`src/rtl/ebus_ctl_if.sv`:
```
// EBUS controller signal bundle: APR/PI requests, device handshake and bus outputs.
// The slave modport is the controller's view; master is the requester/device side.
interface ebus_ctl_if #(
   parameter int DW = 36
);
   logic          apr_ebus_req_l;
   logic          apr_ebus_demand_h;
   logic          apr_ebus_return_h;
   logic          apr_ebus_f01_e_h;
   logic          apr_ebus_send_f02_h;
   logic [DW-1:0] apr_ebus_d_h;
   logic          pi_ebus_req_h;
   logic          ebus_xfer_h;
   logic [DW-1:0] ebus_dev_d_h;
   logic          ebus_timeout_clr_h;
   logic          ebus_grant_apr_h;
   logic          ebus_grant_pi_h;
   logic          ebus_demand_h;
   logic [1:0]    ebus_func_h;
   logic [DW-1:0] ebus_d_out_h;
   logic [DW-1:0] ebus_rd_data_h;
   logic          ebus_rd_valid_h;
   logic          ebus_timeout_h;
   logic          ebus_busy_h;

   modport slave (
      input  apr_ebus_req_l, apr_ebus_demand_h, apr_ebus_return_h,
             apr_ebus_f01_e_h, apr_ebus_send_f02_h, apr_ebus_d_h,
             pi_ebus_req_h, ebus_xfer_h, ebus_dev_d_h, ebus_timeout_clr_h,
      output ebus_grant_apr_h, ebus_grant_pi_h, ebus_demand_h, ebus_func_h,
             ebus_d_out_h, ebus_rd_data_h, ebus_rd_valid_h, ebus_timeout_h,
             ebus_busy_h
   );

   modport master (
      output apr_ebus_req_l, apr_ebus_demand_h, apr_ebus_return_h,
             apr_ebus_f01_e_h, apr_ebus_send_f02_h, apr_ebus_d_h,
             pi_ebus_req_h, ebus_xfer_h, ebus_dev_d_h, ebus_timeout_clr_h,
      input  ebus_grant_apr_h, ebus_grant_pi_h, ebus_demand_h, ebus_func_h,
             ebus_d_out_h, ebus_rd_data_h, ebus_rd_valid_h, ebus_timeout_h,
             ebus_busy_h
   );
endinterface

```
`src/rtl/ebus_ctl.sv`:
```
// EBUS cycle controller: arbitrates APR vs PI, sequences grant/demand/transfer/release,
// captures read data and flags a sticky timeout when no device acknowledges a demand.
module ebus_ctl #(
   parameter int TIMEOUT_CYCLES = 64,
   parameter int DW             = 36
) (
   input logic       clk3_ebus_h,
   input logic       mr_reset_03_h,
   ebus_ctl_if.slave bus
);

   localparam logic [2:0] S_IDLE      = 3'd0;
   localparam logic [2:0] S_GRANT_APR = 3'd1;
   localparam logic [2:0] S_GRANT_PI  = 3'd2;
   localparam logic [2:0] S_DEMAND    = 3'd3;
   localparam logic [2:0] S_HOLD      = 3'd4;
   localparam logic [2:0] S_RELEASE   = 3'd5;

   localparam logic [7:0] CNT_LAST = 8'(TIMEOUT_CYCLES - 1);

   logic [2:0]    state_q, state_d;
   logic [7:0]    cnt_q, cnt_d;
   logic          f01_q, f01_d;
   logic          f02_q, f02_d;
   logic [DW-1:0] wdata_q, wdata_d;
   logic          grant_apr_q, grant_apr_d;
   logic          grant_pi_q, grant_pi_d;
   logic          demand_q, demand_d;
   logic [1:0]    func_q, func_d;
   logic [DW-1:0] d_out_q, d_out_d;
   logic [DW-1:0] rd_data_q, rd_data_d;
   logic          rd_valid_q, rd_valid_d;
   logic          timeout_q, timeout_d;
   logic          busy_q, busy_d;
   logic          start_demand;
   logic          apr_done;

   assign apr_done = bus.apr_ebus_return_h || bus.apr_ebus_req_l;

   always_comb begin
      state_d      = state_q;
      cnt_d        = cnt_q;
      f01_d        = f01_q;
      f02_d        = f02_q;
      wdata_d      = wdata_q;
      rd_data_d    = rd_data_q;
      rd_valid_d   = 1'b0;
      timeout_d    = bus.ebus_timeout_clr_h ? 1'b0 : timeout_q;
      start_demand = 1'b0;

      case (state_q)
         S_IDLE: begin
            if (bus.pi_ebus_req_h)        state_d = S_GRANT_PI;
            else if (!bus.apr_ebus_req_l) state_d = S_GRANT_APR;
         end
         S_GRANT_PI: begin
            if (!bus.pi_ebus_req_h) state_d = S_RELEASE;
         end
         S_GRANT_APR: begin
            if (bus.apr_ebus_demand_h) start_demand = 1'b1;
            else if (apr_done)         state_d = S_RELEASE;
         end
         S_DEMAND: begin
            cnt_d = (cnt_q == 8'hFF) ? cnt_q : cnt_q + 8'd1;
            // Transfer acknowledge outranks a coincident timeout.
            if (bus.ebus_xfer_h) begin
               state_d = S_HOLD;
               if (f01_q) begin
                  rd_data_d  = bus.ebus_dev_d_h;
                  rd_valid_d = 1'b1;
               end
            end else if (cnt_q == CNT_LAST) begin
               state_d   = S_HOLD;
               timeout_d = 1'b1;
            end
         end
         S_HOLD: begin
            if (apr_done)                   state_d = S_RELEASE;
            else if (bus.apr_ebus_demand_h) start_demand = 1'b1;
         end
         S_RELEASE: state_d = S_IDLE;
         default:   state_d = S_IDLE;
      endcase

      if (start_demand) begin
         state_d = S_DEMAND;
         cnt_d   = '0;
         f01_d   = bus.apr_ebus_f01_e_h;
         f02_d   = bus.apr_ebus_send_f02_h;
         wdata_d = bus.apr_ebus_d_h;
      end

      // Bus outputs are registered from the next state so they track it without a lag.
      grant_apr_d = (state_d == S_GRANT_APR) || (state_d == S_DEMAND) || (state_d == S_HOLD);
      grant_pi_d  = (state_d == S_GRANT_PI);
      demand_d    = (state_d == S_DEMAND);
      func_d      = demand_d ? {f01_d, f02_d} : 2'b00;
      d_out_d     = (demand_d && !f01_d) ? wdata_d : '0;
      busy_d      = (state_d != S_IDLE);
   end

   always_ff @(posedge clk3_ebus_h) begin
      if (mr_reset_03_h) begin
         state_q     <= S_IDLE;
         cnt_q       <= '0;
         f01_q       <= 1'b0;
         f02_q       <= 1'b0;
         wdata_q     <= '0;
         grant_apr_q <= 1'b0;
         grant_pi_q  <= 1'b0;
         demand_q    <= 1'b0;
         func_q      <= '0;
         d_out_q     <= '0;
         rd_data_q   <= '0;
         rd_valid_q  <= 1'b0;
         timeout_q   <= 1'b0;
         busy_q      <= 1'b0;
      end else begin
         state_q     <= state_d;
         cnt_q       <= cnt_d;
         f01_q       <= f01_d;
         f02_q       <= f02_d;
         wdata_q     <= wdata_d;
         grant_apr_q <= grant_apr_d;
         grant_pi_q  <= grant_pi_d;
         demand_q    <= demand_d;
         func_q      <= func_d;
         d_out_q     <= d_out_d;
         rd_data_q   <= rd_data_d;
         rd_valid_q  <= rd_valid_d;
         timeout_q   <= timeout_d;
         busy_q      <= busy_d;
      end
   end

   assign bus.ebus_grant_apr_h = grant_apr_q;
   assign bus.ebus_grant_pi_h  = grant_pi_q;
   assign bus.ebus_demand_h    = demand_q;
   assign bus.ebus_func_h      = func_q;
   assign bus.ebus_d_out_h     = d_out_q;
   assign bus.ebus_rd_data_h   = rd_data_q;
   assign bus.ebus_rd_valid_h  = rd_valid_q;
   assign bus.ebus_timeout_h   = timeout_q;
   assign bus.ebus_busy_h      = busy_q;

endmodule

```
`src/flat_wrapper.sv`:
```
// flat-port wrapper written by rule: the top's interface ports become plain ports
module ebus_ctl_flat 
#(
   parameter int TIMEOUT_CYCLES = 64,
   parameter int DW             = 36
)
  (clk3_ebus_h, mr_reset_03_h, bus_apr_ebus_req_l, bus_apr_ebus_demand_h, bus_apr_ebus_return_h, bus_apr_ebus_f01_e_h, bus_apr_ebus_send_f02_h, bus_apr_ebus_d_h, bus_pi_ebus_req_h, bus_ebus_xfer_h, bus_ebus_dev_d_h, bus_ebus_timeout_clr_h, bus_ebus_grant_apr_h, bus_ebus_grant_pi_h, bus_ebus_demand_h, bus_ebus_func_h, bus_ebus_d_out_h, bus_ebus_rd_data_h, bus_ebus_rd_valid_h, bus_ebus_timeout_h, bus_ebus_busy_h);
  ebus_ctl_if #(.DW(DW)) bus_i ();
  input logic clk3_ebus_h;
  input logic mr_reset_03_h;
  input wire logic [$bits(bus_i.apr_ebus_req_l)-1:0] bus_apr_ebus_req_l;
  input wire logic [$bits(bus_i.apr_ebus_demand_h)-1:0] bus_apr_ebus_demand_h;
  input wire logic [$bits(bus_i.apr_ebus_return_h)-1:0] bus_apr_ebus_return_h;
  input wire logic [$bits(bus_i.apr_ebus_f01_e_h)-1:0] bus_apr_ebus_f01_e_h;
  input wire logic [$bits(bus_i.apr_ebus_send_f02_h)-1:0] bus_apr_ebus_send_f02_h;
  input wire logic [$bits(bus_i.apr_ebus_d_h)-1:0] bus_apr_ebus_d_h;
  input wire logic [$bits(bus_i.pi_ebus_req_h)-1:0] bus_pi_ebus_req_h;
  input wire logic [$bits(bus_i.ebus_xfer_h)-1:0] bus_ebus_xfer_h;
  input wire logic [$bits(bus_i.ebus_dev_d_h)-1:0] bus_ebus_dev_d_h;
  input wire logic [$bits(bus_i.ebus_timeout_clr_h)-1:0] bus_ebus_timeout_clr_h;
  output wire logic [$bits(bus_i.ebus_grant_apr_h)-1:0] bus_ebus_grant_apr_h;
  output wire logic [$bits(bus_i.ebus_grant_pi_h)-1:0] bus_ebus_grant_pi_h;
  output wire logic [$bits(bus_i.ebus_demand_h)-1:0] bus_ebus_demand_h;
  output wire logic [$bits(bus_i.ebus_func_h)-1:0] bus_ebus_func_h;
  output wire logic [$bits(bus_i.ebus_d_out_h)-1:0] bus_ebus_d_out_h;
  output wire logic [$bits(bus_i.ebus_rd_data_h)-1:0] bus_ebus_rd_data_h;
  output wire logic [$bits(bus_i.ebus_rd_valid_h)-1:0] bus_ebus_rd_valid_h;
  output wire logic [$bits(bus_i.ebus_timeout_h)-1:0] bus_ebus_timeout_h;
  output wire logic [$bits(bus_i.ebus_busy_h)-1:0] bus_ebus_busy_h;
  assign bus_i.apr_ebus_req_l = bus_apr_ebus_req_l;
  assign bus_i.apr_ebus_demand_h = bus_apr_ebus_demand_h;
  assign bus_i.apr_ebus_return_h = bus_apr_ebus_return_h;
  assign bus_i.apr_ebus_f01_e_h = bus_apr_ebus_f01_e_h;
  assign bus_i.apr_ebus_send_f02_h = bus_apr_ebus_send_f02_h;
  assign bus_i.apr_ebus_d_h = bus_apr_ebus_d_h;
  assign bus_i.pi_ebus_req_h = bus_pi_ebus_req_h;
  assign bus_i.ebus_xfer_h = bus_ebus_xfer_h;
  assign bus_i.ebus_dev_d_h = bus_ebus_dev_d_h;
  assign bus_i.ebus_timeout_clr_h = bus_ebus_timeout_clr_h;
  assign bus_ebus_grant_apr_h = bus_i.ebus_grant_apr_h;
  assign bus_ebus_grant_pi_h = bus_i.ebus_grant_pi_h;
  assign bus_ebus_demand_h = bus_i.ebus_demand_h;
  assign bus_ebus_func_h = bus_i.ebus_func_h;
  assign bus_ebus_d_out_h = bus_i.ebus_d_out_h;
  assign bus_ebus_rd_data_h = bus_i.ebus_rd_data_h;
  assign bus_ebus_rd_valid_h = bus_i.ebus_rd_valid_h;
  assign bus_ebus_timeout_h = bus_i.ebus_timeout_h;
  assign bus_ebus_busy_h = bus_i.ebus_busy_h;
  ebus_ctl #(.TIMEOUT_CYCLES(TIMEOUT_CYCLES), .DW(DW)) u_core (.clk3_ebus_h(clk3_ebus_h), .mr_reset_03_h(mr_reset_03_h), .bus(bus_i));
endmodule
```
`config.mk`:
```
export PLATFORM = sky130hd
export DESIGN_NAME = ebus_ctl_flat
export DESIGN_NICKNAME = d
export VERILOG_FILES = /design/src/rtl/ebus_ctl_if.sv /design/src/rtl/ebus_ctl.sv /design/src/flat_wrapper.sv
export SDC_FILE = /design/constraint.sdc
export NUM_CORES = 1
export LEC_CHECK = 0
export BUFFER_PORTS_ARGS = -buffer_cell sky130_fd_sc_hd__buf_4
export CORE_MARGIN = 1
export CORE_UTILIZATION = 52
export DETAILED_ROUTE_END_ITERATION = 6
export MAX_ROUTING_LAYER = met4
export PLACE_DENSITY_LB_ADDON = 0.1
export SYNTH_ARGS = -nofsm -noshare
export SYNTH_HDL_FRONTEND = slang
export SYNTH_SLANG_ARGS = --single-unit
```
`constraint.sdc`:
```
create_clock -name clk3_ebus_h -period 2.8 [get_ports clk3_ebus_h]
set_input_delay 0.7 -clock clk3_ebus_h [delete_from_list [all_inputs] [get_ports clk3_ebus_h]]
set_output_delay 0.7 -clock clk3_ebus_h [all_outputs]
set_load 0.005 [all_outputs]
```
== Word level (Yosys, flattened, before mapping) ==
Index checks and enable logic that the tools add are counted.
Cells by class
  add/sub/neg operators: 1
  equal/unequal tests: 10
  muxes and demuxes: 20
  bitwise operators: 5
  reductions and logical operators: 13
Operators with widths (number)
  two-way mux 36 bit: 1
  two-way mux 3 bit: 8
  case mux 3 bit (5 select lines): 1
  equality test 3 x 2 -> 1 bit (second input constant): 4
  two-way mux 1 bit: 9
  adder 8 x 1 -> 8 bit (second input constant): 1
  equality test 8 x 6 -> 1 bit (second input constant): 1
  equality test 8 bit (second input constant): 1
  equality test 3 x 1 -> 1 bit (second input constant): 2
  equality test 3 bit (second input constant): 2
  OR reduction 2 bit: 3
  inverter 1 bit: 5
  zero test 3 bit: 1
  logical OR 1 bit: 3
  AND reduction 3 bit: 1
  nonzero test 3 bit: 1
  OR reduction 3 bit: 1
  case mux 1 bit (2 select lines): 1
  AND reduction 2 bit: 1
  logical AND 1 bit: 1
  zero test 1 bit: 1
Storage, ports and cells
  flip-flop bits (word level): 129
  output and inout port bits: 80
  logic and storage cells: 63

== Depth between registers and ports, before layout ==
Gate-level depths: netlist (run 1).
  word-level depth: 9
  mapped depth: 8

== Worst setup path after synthesis (run 1) ==
Ideal clock, no wire load.
  kind: input to register
  start point: input bus_apr_ebus_return_h
  end point: register u_core.d_out_q[0] (netlist: u_core.bus.ebus_d_out_h[0])
  arrival time: 1.945 ns
  slack: 0.790 ns
  cell stages on the path: 6
  path buffers: 1
  cell sequence: nor4b_2 o21a_1 mux2i_2 nand3b_4 buf_6 nor2_1
Between the ends
  longest elaborated chain between the ends: 9
  elaborated cells between the ends (all ways): 14
RTL lines
  start, declared: line flat_wrapper.sv:13  | input wire logic [$bits(bus_i.apr_ebus_return_h)-1:0] bus_apr_ebus_return_h;
  logical OR 1 bit (*): line ebus_ctl.sv:38  | assign apr_done = bus.apr_ebus_return_h || bus.apr_ebus_req_l;
  two-way mux 3 bit: line ebus_ctl.sv:61, ebus_ctl.sv:78
  two-way mux 3 bit: line ebus_ctl.sv:60  | if (bus.apr_ebus_demand_h) start_demand = 1'b1;
  case mux 3 bit (5 select lines): line ebus_ctl.sv:51  | case (state_q)
  two-way mux 3 bit: line ebus_ctl.sv:85  | if (start_demand) begin
  equality test 3 x 2 -> 1 bit: line ebus_ctl.sv:96  | demand_d = (state_d == S_DEMAND);
  logical AND 1 bit: line ebus_ctl.sv:98  | d_out_d = (demand_d && !f01_d) ? wdata_d : '0;
  inverter 1 bit (no source line)
  OR reduction 2 bit (no source line)
  end signal, assigned: line ebus_ctl.sv:128  | d_out_q <= d_out_d;
  end, declared: line ebus_ctl.sv:30  | logic [DW-1:0] d_out_q, d_out_d;
Every way passes the cells marked *; elsewhere a longest branch is shown, timed or not.
A chain may end at the register's enable or synchronous reset.

== Final worst setup path (run 1) ==
  start point: register u_core.state_q[2]
  end point: register u_core.d_out_q[2] (netlist: u_core.bus.ebus_d_out_h[2])
Between the ends
  longest elaborated chain between the ends: 8
  elaborated cells between the ends (all ways): 22
RTL lines
  start, declared: line ebus_ctl.sv:21  | logic [2:0] state_q, state_d;
  start signal, assigned: line ebus_ctl.sv:119  | state_q <= state_d;
  two-way mux 3 bit (on tied branches)
  two-way mux 3 bit (on tied branches): line ebus_ctl.sv:66, ebus_ctl.sv:60, ebus_ctl.sv:53
  case mux 3 bit (5 select lines): line ebus_ctl.sv:51
  two-way mux 3 bit: line ebus_ctl.sv:85
  equality test 3 x 2 -> 1 bit: line ebus_ctl.sv:96
  logical AND 1 bit: line ebus_ctl.sv:98
  inverter 1 bit (no source line)
  OR reduction 2 bit (no source line)
Parallel ways exist; a longest one is shown, timed or not.

==> flow_summary_export.csv, run 1 <==
group,metric,value,unit
clocking,cts_made_buffers,17,
detailed_routing,antenna_left,0,
detailed_routing,finalWirelength,10.1,mm
clocking,insertion_delay,0.50,ns
worst_hold_path,min_path_cells,3,
clocking,tritoncts_num_sinks,129,
clocking,clockRootBuffer,"sky130_fd_sc_hd__clkbuf_8",
worst_setup_path,worst_ep_arrival_time,2.73,ns
sta,final.period_utilization,0.824,
final_layout,layout.cells.non_filler,737,
synth,post_synth_edffs,0,
detailed_routing,detailedRoute.firstIterationViolations,160,
worst_setup_path,critical_path_fanout_max,36,
synth,yosysSeqAreaShare,0.584,
sta,grt_setup_unrepaired,"no",
detailed_routing,drt_first_pass_iters,4,
synth,synth_top_cell_by_area,"sky130_fd_sc_hd__dfxtp_1",
sta,slew_violations,0,
synth,synthesis.instances,464,
detailed_routing,routed_wire_length_per_instance,13.7,um
worst_hold_path,worst_hold_path_type,"in2reg",
clocking,postCtsHoldBufs,0,
final_layout,final_net_count,702,
floorplanning,fp.dieH,94.2,um
floorplanning,core_area,8220,um^2
clocking,clock_tree.buffer_depth,2,
placed_design,detailedPlacementHpwl,6.74,mm
power,leakage,2.85,nW
worst_setup_path,reg2regPathDepth,5,
detailed_routing,detail_route.vias_per_cell,4.85,
final_layout,most_common_cell_after_layout_fill_and_taps_aside,"sky130_fd_sc_hd__buf_4",
worst_setup_path,critPathRequiredTime,3.22,ns
synth,post_synth_instance_area,4420,um^2
final_layout,synthToLayoutAreaGrowth,40.7,%
worst_setup_path,endpoint_kind,"flop",
placed_design,portBuffers,161,
clocking,path_clk_slew,0.06,ns
floorplanning,top_level_ports,162,
global_route,grt_remaining_overflow,0,
global_route,grtUsageTotal,0.237,
final_layout,layout-drive-gt1-share,0.329,
global_route,grt_max_degree,69,
synth,yosysTopAreaCellShare,0.584,
synth,yosys_register_bits,129,
worst_setup_path,critical_path_class,"reg2reg",
clocking,max_h_tree_level,4,
run_status,status,"finished, final reports clean",
global_route,global_route_wire_length_before_repair,15.7,mm
synth,async_flop_share,0,
placed_design,place_congestion,0.837,
clocking,clock_tree_from_tritoncts,"built",
placed_design,placedCellCount,705,
global_route,number_of_global_route_vias_before_repair,3356,
synth,synthFlopType,"sky130_fd_sc_hd__dfxtp_1",
sta,fin_skew,0.00988,ns
sta,fmaxAchievable,434,MHz
synth,synth.top_cells.by_area,"sky130_fd_sc_hd__dfxtp_1 58%, sky130_fd_sc_hd__mux2i_1 8.8%, sky130_fd_sc_hd__nor2_1 8.0%",
final_layout,fillCellCount,611,
power,fin_total_pwr,4.56,mW
clocking,post_cts.resized_instances,0,
sta,fin_tns_setup,0,ns
worst_setup_path,start_kind,"flop",
floorplanning,floorplan.die_area,8880,um^2
sta,finalHoldViolCount,0,
power,power.density_cell_area,734,nW/um^2
detailed_routing,vias,3578,
clocking,post_cts.repair.setup_buffers,0,
sta,layout_min_cycle_time,2.31,ns
final_layout,insertedDiodeCount,0,
global_route,antenna_found_initial,0,
floorplanning,die_w,94.2,um
sta,slew_headroom,0.519,
power,vdd_ir_drop_max,0.552,mV
sta,final-setup-viol-count,0,
synth,post_synth.cell_area_avg,9.53,um^2
synth,synthesis.nets,547,
floorplanning,initial_core_util,0.538,
final_layout,mostFrequentLayoutCells,"165 x sky130_fd_sc_hd__buf_4, 129 x sky130_fd_sc_hd__dfxtp_1, 94 x sky130_fd_sc_hd__nor2_1, 76 x sky130_fd_sc_hd__nand2_1, 41 x sky130_fd_sc_hd__a21oi_1",
synth,ys.warnings.count,0,
worst_setup_path,ff2ff_setup_slack,0.49,ns
floorplanning,fp-row-count,33,
flow_run,maxcap_violations,0,
synth,synth.distinct_cells,43,
detailed_routing,remaining_drc_errors,0,
sta,worst-slew-pin-transition,0.722,ns
cells by family after synthesis:
| family | share of synthesized area |
|---|---|
| AOI/OAI and AO/OA | 0.0727 |
| xor gates and xnor gates | 0.00792 |
| adders and majority gates | 0.00283 |
| buffers and inverters | 0.0376 |
| DFF | 0.584 |
| muxes | 0.0939 |
| and+or+nand+nor | 0.201 |
power breakdown:
part / leakage [nW] / switching, mW / internal, mW
Clock: 0.273 / 0.812 / 1.28
Combinational: 1.53 / 0.253 / 0.251
Sequential: 1.04 / 0.0465 / 1.92
Total: 2.85 / 1.11 / 3.45
registers in the layout (all words and copies together) (netlist names), 2 cells and up:
name	flops
u_core.bus.ebus_func_h	2
u_core.bus.ebus_d_out_h	36
u_core.bus.ebus_rd_data_h	36
u_core.wdata_q	36
u_core.cnt_q	8
u_core.state_q	3
final timing paths:
check / from / end
worst min-delay path: bus_ebus_dev_d_h[19] / u_core.bus.ebus_rd_data_h[19]
worst max-delay path: u_core.state_q[2] / u_core.bus.ebus_d_out_h[2]
worst max register to register: u_core.state_q[2] / u_core.bus.ebus_d_out_h[2]
worst min register to register: u_core.bus.ebus_rd_data_h[32] / u_core.bus.ebus_rd_data_h[32]
routing by layer:
| metal | global-route usage | vias to the layer above | wire length (um) |
|---|---|---|---|
| met5 | - | - | 0 |
| met4 | 0.103 | 0 | 205 |
| met3 | 0.0526 | 18 | 597 |
| met2 | 0.395 | 106 | 5120 |
| met1 | 0.274 | 1625 | 4210 |
| li1 | - | 1829 | - |
per-stage QoR:
| step | setup WS [ns] | instance area (um^2) | hold WS (ns) | util |
|---|---|---|---|---|
| after global routing | 0.280 | 6220 | 0.433 | 0.757 |
| after global placement | 0.284 | 5650 | 0.443 | 0.687 |
| after CTS | 0.492 | 6220 | 0.427 | 0.757 |
| after detailed placement | 0.202 | 5650 | 0.448 | 0.687 |
| after floorplan | 0.790 | 4420 | 0.453 | - |
| final | 0.493 | 6220 | 0.445 | 0.757 |
cell usage after synthesis (all sizes together), types with 2 or more instances:
cell type,number
dfxtp,129
nor2,94
nand2,76
a21oi,41
mux2i,40
clkbuf,17
buf,12
nand2b,6
o21ai,6
nand3,5
nor2b,5
nor4,4
inv,3
xnor2,3
nor3,2
nor4b,2
critical path, cell delays in order (launching register included):
cell,delay [ns]
sky130_fd_sc_hd__dfxtp_1,0.52
sky130_fd_sc_hd__nor4b_2,0.44
sky130_fd_sc_hd__o21a_1,0.29
sky130_fd_sc_hd__mux2i_2,0.34
sky130_fd_sc_hd__nand3b_4,0.39
sky130_fd_sc_hd__nor2_1,0.23
cell type report:
type	instances	area, um^2	share of cell area
clock buffer	18	418	0.0672
inverter	3	11.3	0.00181
tap	105	131	0.0211
multi-input combinational	303	1680	0.271
clock inverter	14	154	0.0247
sequential	129	2580	0.415
timing repair buffer	165	1240	0.199
No activity file was read; power rests on OpenSTA's default activity.
==> run 2, diff against run 1 <==
CORE_UTILIZATION = 44   (was 52)
clock period = 2 ns   (was 2.8 ns; I/O delays follow)
==> run 2 against run 1 <==
Against the previous run: combinational power is 71% higher; worst setup slack worse by 0.42 ns; count of clock-buffer cells in the layout is 1 higher; clock skew hardly changed; critical path type unchanged; critical path depth is 2 higher; routed wire length is 3.2% higher; clock power is 51% higher; via count is 3.7% higher; sequential share of layout area is 2.0 points lower; sequential power is 39% higher.
==> flow_summary_export.csv, run 2 (synthesized netlist as in run 1, its figures left out) <==
group,metric,value,unit
worst_hold_path,worst_hold_path_type,"in2reg",
power,vdd_ir_drop_max,0.655,mV
placed_design,portBuffers,161,
clocking,clock_tree.buffer_depth,2,
sta,layout_min_cycle_time,1.92,ns
detailed_routing,detail_route.vias_per_cell,4.75,
global_route,grt_remaining_overflow,0,
final_layout,synthToLayoutAreaGrowth,48.3,%
clocking,cts_made_buffers,17,
sta,final.period_utilization,0.962,
worst_setup_path,worst_ep_arrival_time,2.31,ns
floorplanning,fp-row-count,36,
worst_setup_path,worstPathCellList,"ha_4, nand3_2, o41a_1, nor4_4, nand3b_4, clkbuf_16, nor2_1",
sta,grt_setup_unrepaired,"yes",
global_route,antenna_found_initial,0,
clocking,postCtsHoldBufs,0,
final_layout,layout-drive-gt1-share,0.355,
worst_setup_path,max_stage_delay,0.38,ns
clocking,path_clk_slew,0.06,ns
placed_design,placedCellCount,746,
clocking,max_h_tree_level,4,
floorplanning,die_w,102,um
worst_setup_path,start_kind,"flop",
global_route,number_of_global_route_vias_before_repair,3379,
sta,finalHoldViolCount,0,
worst_setup_path,critical_path_class,"reg2reg",
final_layout,layout.cells.non_filler,781,
worst_setup_path,critPathRequiredTime,2.39,ns
final_layout,final_net_count,719,
detailed_routing,detailedRoute.firstIterationViolations,108,
final_layout,layout.core_utilization,0.671,
clocking,clock_tree_from_tritoncts,"built",
sta,slew_violations,0,
sta,fin_skew,0.00965,ns
final_layout,sequential_cell_area,2590,um^2
detailed_routing,vias,3709,
worst_setup_path,critical_path.n_buffers_inverters,1,
final_layout,multi_input_area,1700,um^2
power,power.density_cell_area,1030,nW/um^2
detailed_routing,finalWirelength,10.5,mm
floorplanning,fp.dieH,102,um
worst_setup_path,critical-path-top-delay-family,"simple AND/OR/NAND/NOR gates",
sta,fin_tns_setup,0,ns
detailed_routing,antenna_left,0,
worst_setup_path,endpoint_kind,"flop",
floorplanning,core_area,9770,um^2
final_layout,mostFrequentLayoutCells,"172 x sky130_fd_sc_hd__buf_4, 126 x sky130_fd_sc_hd__dfxtp_1, 93 x sky130_fd_sc_hd__nor2_1, 75 x sky130_fd_sc_hd__nand2_1, 41 x sky130_fd_sc_hd__a21oi_1",
power,leakage,3.00,nW
worst_setup_path,critPathSlowestCell,"sky130_fd_sc_hd__o41a_1",
sta,slew_headroom,0.615,
clocking,tritoncts_num_sinks,129,
placed_design,detailedPlacementHpwl,6.98,mm
run_status,status,"finished, final reports clean",
final_layout,fillCellCount,774,
global_route,grt_max_degree,83,
final_layout,most_common_cell_after_layout_fill_and_taps_aside,"sky130_fd_sc_hd__buf_4",
flow_run,maxcap_violations,0,
final_layout,insertedDiodeCount,0,
clocking,clockRootBuffer,"sky130_fd_sc_hd__clkbuf_8",
floorplanning,top_level_ports,162,
global_route,global_route_wire_length_before_repair,15.6,mm
detailed_routing,routed_wire_length_per_instance,13.4,um
sta,worst-slew-pin-transition,0.574,ns
sta,fmaxAchievable,520,MHz
clocking,insertion_delay,0.51,ns
global_route,grtUsageTotal,0.202,
placed_design,place_congestion,0.916,
detailed_routing,drt_first_pass_iters,4,
floorplanning,floorplan.die_area,10500,um^2
detailed_routing,remaining_drc_errors,0,
worst_setup_path,critical_path_fanout_max,6,
power,fin_total_pwr,6.76,mW
floorplanning,initial_core_util,0.452,
sta,final-setup-viol-count,0,
-- run 2: cell types whose count changed in the layout (fill, tap and decap cells not counted), moves of 2 or more --
cell / delta
sky130_fd_sc_hd__clkbuf_16: +2
sky130_fd_sc_hd__bufinv_16: +2
sky130_fd_sc_hd__buf_12: +5
sky130_fd_sc_hd__inv_6: -3
sky130_fd_sc_hd__buf_4: +7
sky130_fd_sc_hd__dfxtp_1: -3
sky130_fd_sc_hd__buf_6: +3
sky130_fd_sc_hd__dfxtp_2: +2
-- run 2: worst reg2reg max path: cells and delay by family (launching register included) --
family                   cells  cell delay [ns]
AND/OR/NAND/NOR              4             0.74
AO/OA/AOI/OAI                1             0.38
flip-flops                   1             0.37
buffers and inverters        1             0.18
adder cells (fa/ha/maj)      1             0.14
-- run 2: per-layer routing --
| layer | vias up | track usage | share of wire |
|---|---|---|---|
| li1 | 1870 | - | - |
| met5 | - | - | 0 |
| met1 | 1698 | 0.229 | 0.43 |
| met3 | 13 | 0.0746 | 0.075 |
| met4 | 0 | 0.0802 | 0.015 |
| met2 | 128 | 0.324 | 0.48 |
-- run 2: timing repair --
item | CTS | global route
gates resized for setup | 0 | 10
setup endpoints to repair | 0 | 37
setup buffers | 0 | 1
-- run 2: worst paths after layout --
path / startpoint / slack, ns / cells past startpoint / end
worst max-delay path: u_core.cnt_q[0] / 0.08 / 7 / u_core.bus.ebus_d_out_h[24]
worst min-delay path: mr_reset_03_h / 0.23 / 2 / u_core.state_q[1]
worst max register to register: u_core.cnt_q[0] / 0.08 / 7 / u_core.bus.ebus_d_out_h[24]
worst min register to register: u_core.bus.ebus_rd_data_h[9] / 0.45 / 2 / u_core.bus.ebus_rd_data_h[9]
-- run 2: report_power, final --
| part | total [mW] | leakage [nW] | switching, mW | internal, mW |
|---|---|---|---|---|
| clock | 3.16 | 0.291 | 1.11 | 2.06 |
| sequential | 2.74 | 1.04 | 0.0501 | 2.69 |
| combinational | 0.860 | 1.66 | 0.403 | 0.457 |
-- run 2: layout make-up --
type | instances | share of cell area
flip-flops and latches | 129 | 0.395
multi-input cells | 303 | 0.259
inverters | 3 | 0.00172
clock inverters | 12 | 0.0279
clock buffers | 19 | 0.0658
well taps | 133 | 0.0254
repair buffers | 182 | 0.225
-- run 2: metrics by stage --
stage | hold WS [ns] | setup WS (ns) | area [um^2]
after floorplan | 0.453 | 0.184 | 4420
after global placement | 0.443 | 0.0687 | 5840
after detailed placement | 0.447 | 0.0476 | 5840
after CTS | 0.206 | 0.0475 | 6460
after global routing | 0.204 | -0.00760 | 6560
final | 0.230 | 0.0760 | 6560
==> run 3, diff against run 2 <==
CELL_PAD_IN_SITES_DETAIL_PLACEMENT = 1   (was unset)
CELL_PAD_IN_SITES_GLOBAL_PLACEMENT = 1   (was unset)
CORE_UTILIZATION = 32   (was 44)
==> run 3 against run 2 <==
Against the previous run: critical path depth is the same; sequential cell count is the same; final cell count grew 5.9%; sequential power is essentially flat; clock skew shrank 0.0029 ns; register-to-register slack is essentially flat; sequential share of layout area shrank 0.28 points; maximum frequency shrank 0.33%; worst hold slack gained 0.11 ns; worst setup slack lost 0.0064 ns; count of clock-buffer cells in the layout grew 3; non-clock buffer count grew 5; critical path type unchanged; largest power group unchanged; highest routed layer unchanged.
==> flow_summary_export.csv, run 3 (synthesized netlist as in run 1, its figures left out) <==
group,metric,value,unit
detailed_routing,antenna_left,0,
detailed_routing,remaining_drc_errors,0,
clocking,clockRootBuffer,"sky130_fd_sc_hd__clkbuf_16",
placed_design,pre_cts_ws,-0.0670,ns
global_route,grt_most_used_layer,"met2",
global_route,global_route_wire_length_before_repair,18.2,mm
flow_run,maxcap_violations,0,
global_route,grt_remaining_overflow,0,
floorplanning,fp-row-count,42,
placed_design,portBuffers,161,
final_layout,mostFrequentLayoutCells,"178 x sky130_fd_sc_hd__buf_4, 126 x sky130_fd_sc_hd__dfxtp_1, 94 x sky130_fd_sc_hd__nor2_1, 76 x sky130_fd_sc_hd__nand2_1, 41 x sky130_fd_sc_hd__a21oi_1",
worst_setup_path,critical_path_fanout_max,8,
worst_setup_path,endpoint_kind,"flop",
clocking,tritoncts_num_sinks,129,
sta,fin_skew,0.00673,ns
floorplanning,floorplan.die_area,14300,um^2
floorplanning,core_area,13300,um^2
sta,slew_headroom,0.617,
worst_setup_path,critical_path_class,"reg2reg",
clocking,postCtsHoldBufs,0,
placed_design,detailedPlacementHpwl,8.04,mm
sta,finalHoldViolCount,0,
final_layout,fillCellCount,1525,
detailed_routing,drt_first_pass_iters,4,
detailed_routing,detail_route.vias_per_cell,4.53,
floorplanning,fp.dieH,120,um
final_layout,most_common_cell_after_layout_fill_and_taps_aside,"sky130_fd_sc_hd__buf_4",
clocking,clock_tree.buffer_depth,2,
clocking,insertion_delay,0.41,ns
clocking,max_h_tree_level,4,
clocking,cts_made_buffers,17,
run_status,status,"finished, final reports clean",
sta,worst_slack,0.0697,ns
global_route,antenna_found_initial,0,
final_layout,layout-drive-gt1-share,0.353,
worst_setup_path,start_kind,"flop",
sta,worst-slew-pin-transition,0.570,ns
placed_design,placedCellCount,794,
detailed_routing,vias,3749,
worst_setup_path,critPathRequiredTime,2.30,ns
sta,fmaxAchievable,518,MHz
floorplanning,top_level_ports,162,
worst_hold_path,worst_hold_path_type,"in2reg",
placed_design,place_congestion,0.771,
global_route,grt.met2_usage,0.274,
floorplanning,initial_core_util,0.331,
global_route,groute.layer.met3.usage,0.0509,
global_route,grt_max_degree,83,
detailed_routing,routed_wire_length_per_instance,14.4,um
detailed_routing,finalWirelength,11.9,mm
global_route,grtUsageTotal,0.172,
sta,layout_min_cycle_time,1.93,ns
sta,slew_violations,0,
power,power.density_cell_area,1010,nW/um^2
power,leakage,3.01,nW
sta,final-setup-viol-count,0,
sta,final.period_utilization,0.965,
clocking,clock_tree_from_tritoncts,"built",
worst_setup_path,worst_ep_arrival_time,2.23,ns
global_route,globalRouteMet1Util,0.205,
floorplanning,die_w,120,um
power,vdd_ir_drop_max,0.725,mV
sta,grt_setup_unrepaired,"yes",
sta,fin_tns_setup,0,ns
clocking,path_clk_slew,0.05,ns
final_layout,final_net_count,724,
final_layout,layout.cells.non_filler,827,
power,fin_total_pwr,6.65,mW
final_layout,insertedDiodeCount,0,
detailed_routing,detailedRoute.firstIterationViolations,155,
global_route,number_of_global_route_vias_before_repair,3676,
final_layout,synthToLayoutAreaGrowth,49.2,%
run 3: changes by cell type in the layout (fill, tap and decap cells not counted), moves of 2 or more:
cell                         delta
sky130_fd_sc_hd__buf_4          +6
sky130_fd_sc_hd__clkbuf_1       +2
sky130_fd_sc_hd__clkinv_2       +3
sky130_fd_sc_hd__clkinv_4       -2
sky130_fd_sc_hd__clkinvlp_4     -3
sky130_fd_sc_hd__inv_6          -2
run 3: per-layer routing:
metal	wire length, um	vias to the layer above
li1	-	1865
met2	5740	114
met3	637	13
met4	144	0
met5	0	-
met1	5400	1757
run 3: repair_timing:
action,in CTS,in global routing
buffers inserted,0,2
endpoints found under the setup margin,0,34
gates resized for setup,0,9
run 3: through the flow:
stage	util	cell area, um^2	hold slack [ns]
floorplan	-	4420	0.453
global placement	0.445	5930	0.443
detailed placement	0.445	5930	0.449
CTS	0.488	6510	0.319
global route	0.494	6600	0.323
finish	0.494	6600	0.336
run 3: power by group:
group	switching (mW)	internal (mW)	total, mW
logic	0.405	0.461	0.866
registers	0.0571	2.69	2.75
clock network	1.04	1.99	3.03
total	1.50	5.15	6.65
run 3: final timing paths:
check | from | end | slack (ns) | cells past startpoint
max | u_core.cnt_q[1] | u_core.bus.ebus_d_out_h[29] | 0.07 | 7
min | bus_ebus_dev_d_h[15] | u_core.bus.ebus_rd_data_h[15] | 0.34 | 3
max reg2reg | u_core.cnt_q[1] | u_core.bus.ebus_d_out_h[29] | 0.07 | 7
min reg2reg | u_core.bus.ebus_rd_data_h[14] | u_core.bus.ebus_rd_data_h[14] | 0.45 | 2
run 3: final cells by class:
type                            count  area (um^2)  area share
Clock buffer                       22          464      0.0703
Timing Repair Buffer              187         1500       0.227
Sequential cell                   129         2590       0.392
Tap cell                          176          220      0.0334
Inverter                            3         11.3     0.00171
Multi-Input combinational cell    303         1710       0.259
Clock inverter                      7          110      0.0167
run 3: worst max-delay path, cell delays in order, from the launching register on:
cell and delay [ns]:
sky130_fd_sc_hd__dfxtp_2 0.35, sky130_fd_sc_hd__ha_4 0.14, sky130_fd_sc_hd__nand3_2 0.08, sky130_fd_sc_hd__o41a_1 0.39, sky130_fd_sc_hd__nor4_4 0.35, sky130_fd_sc_hd__nand3b_4 0.29, sky130_fd_sc_hd__clkbuf_16 0.18, sky130_fd_sc_hd__nor2_1 0.04
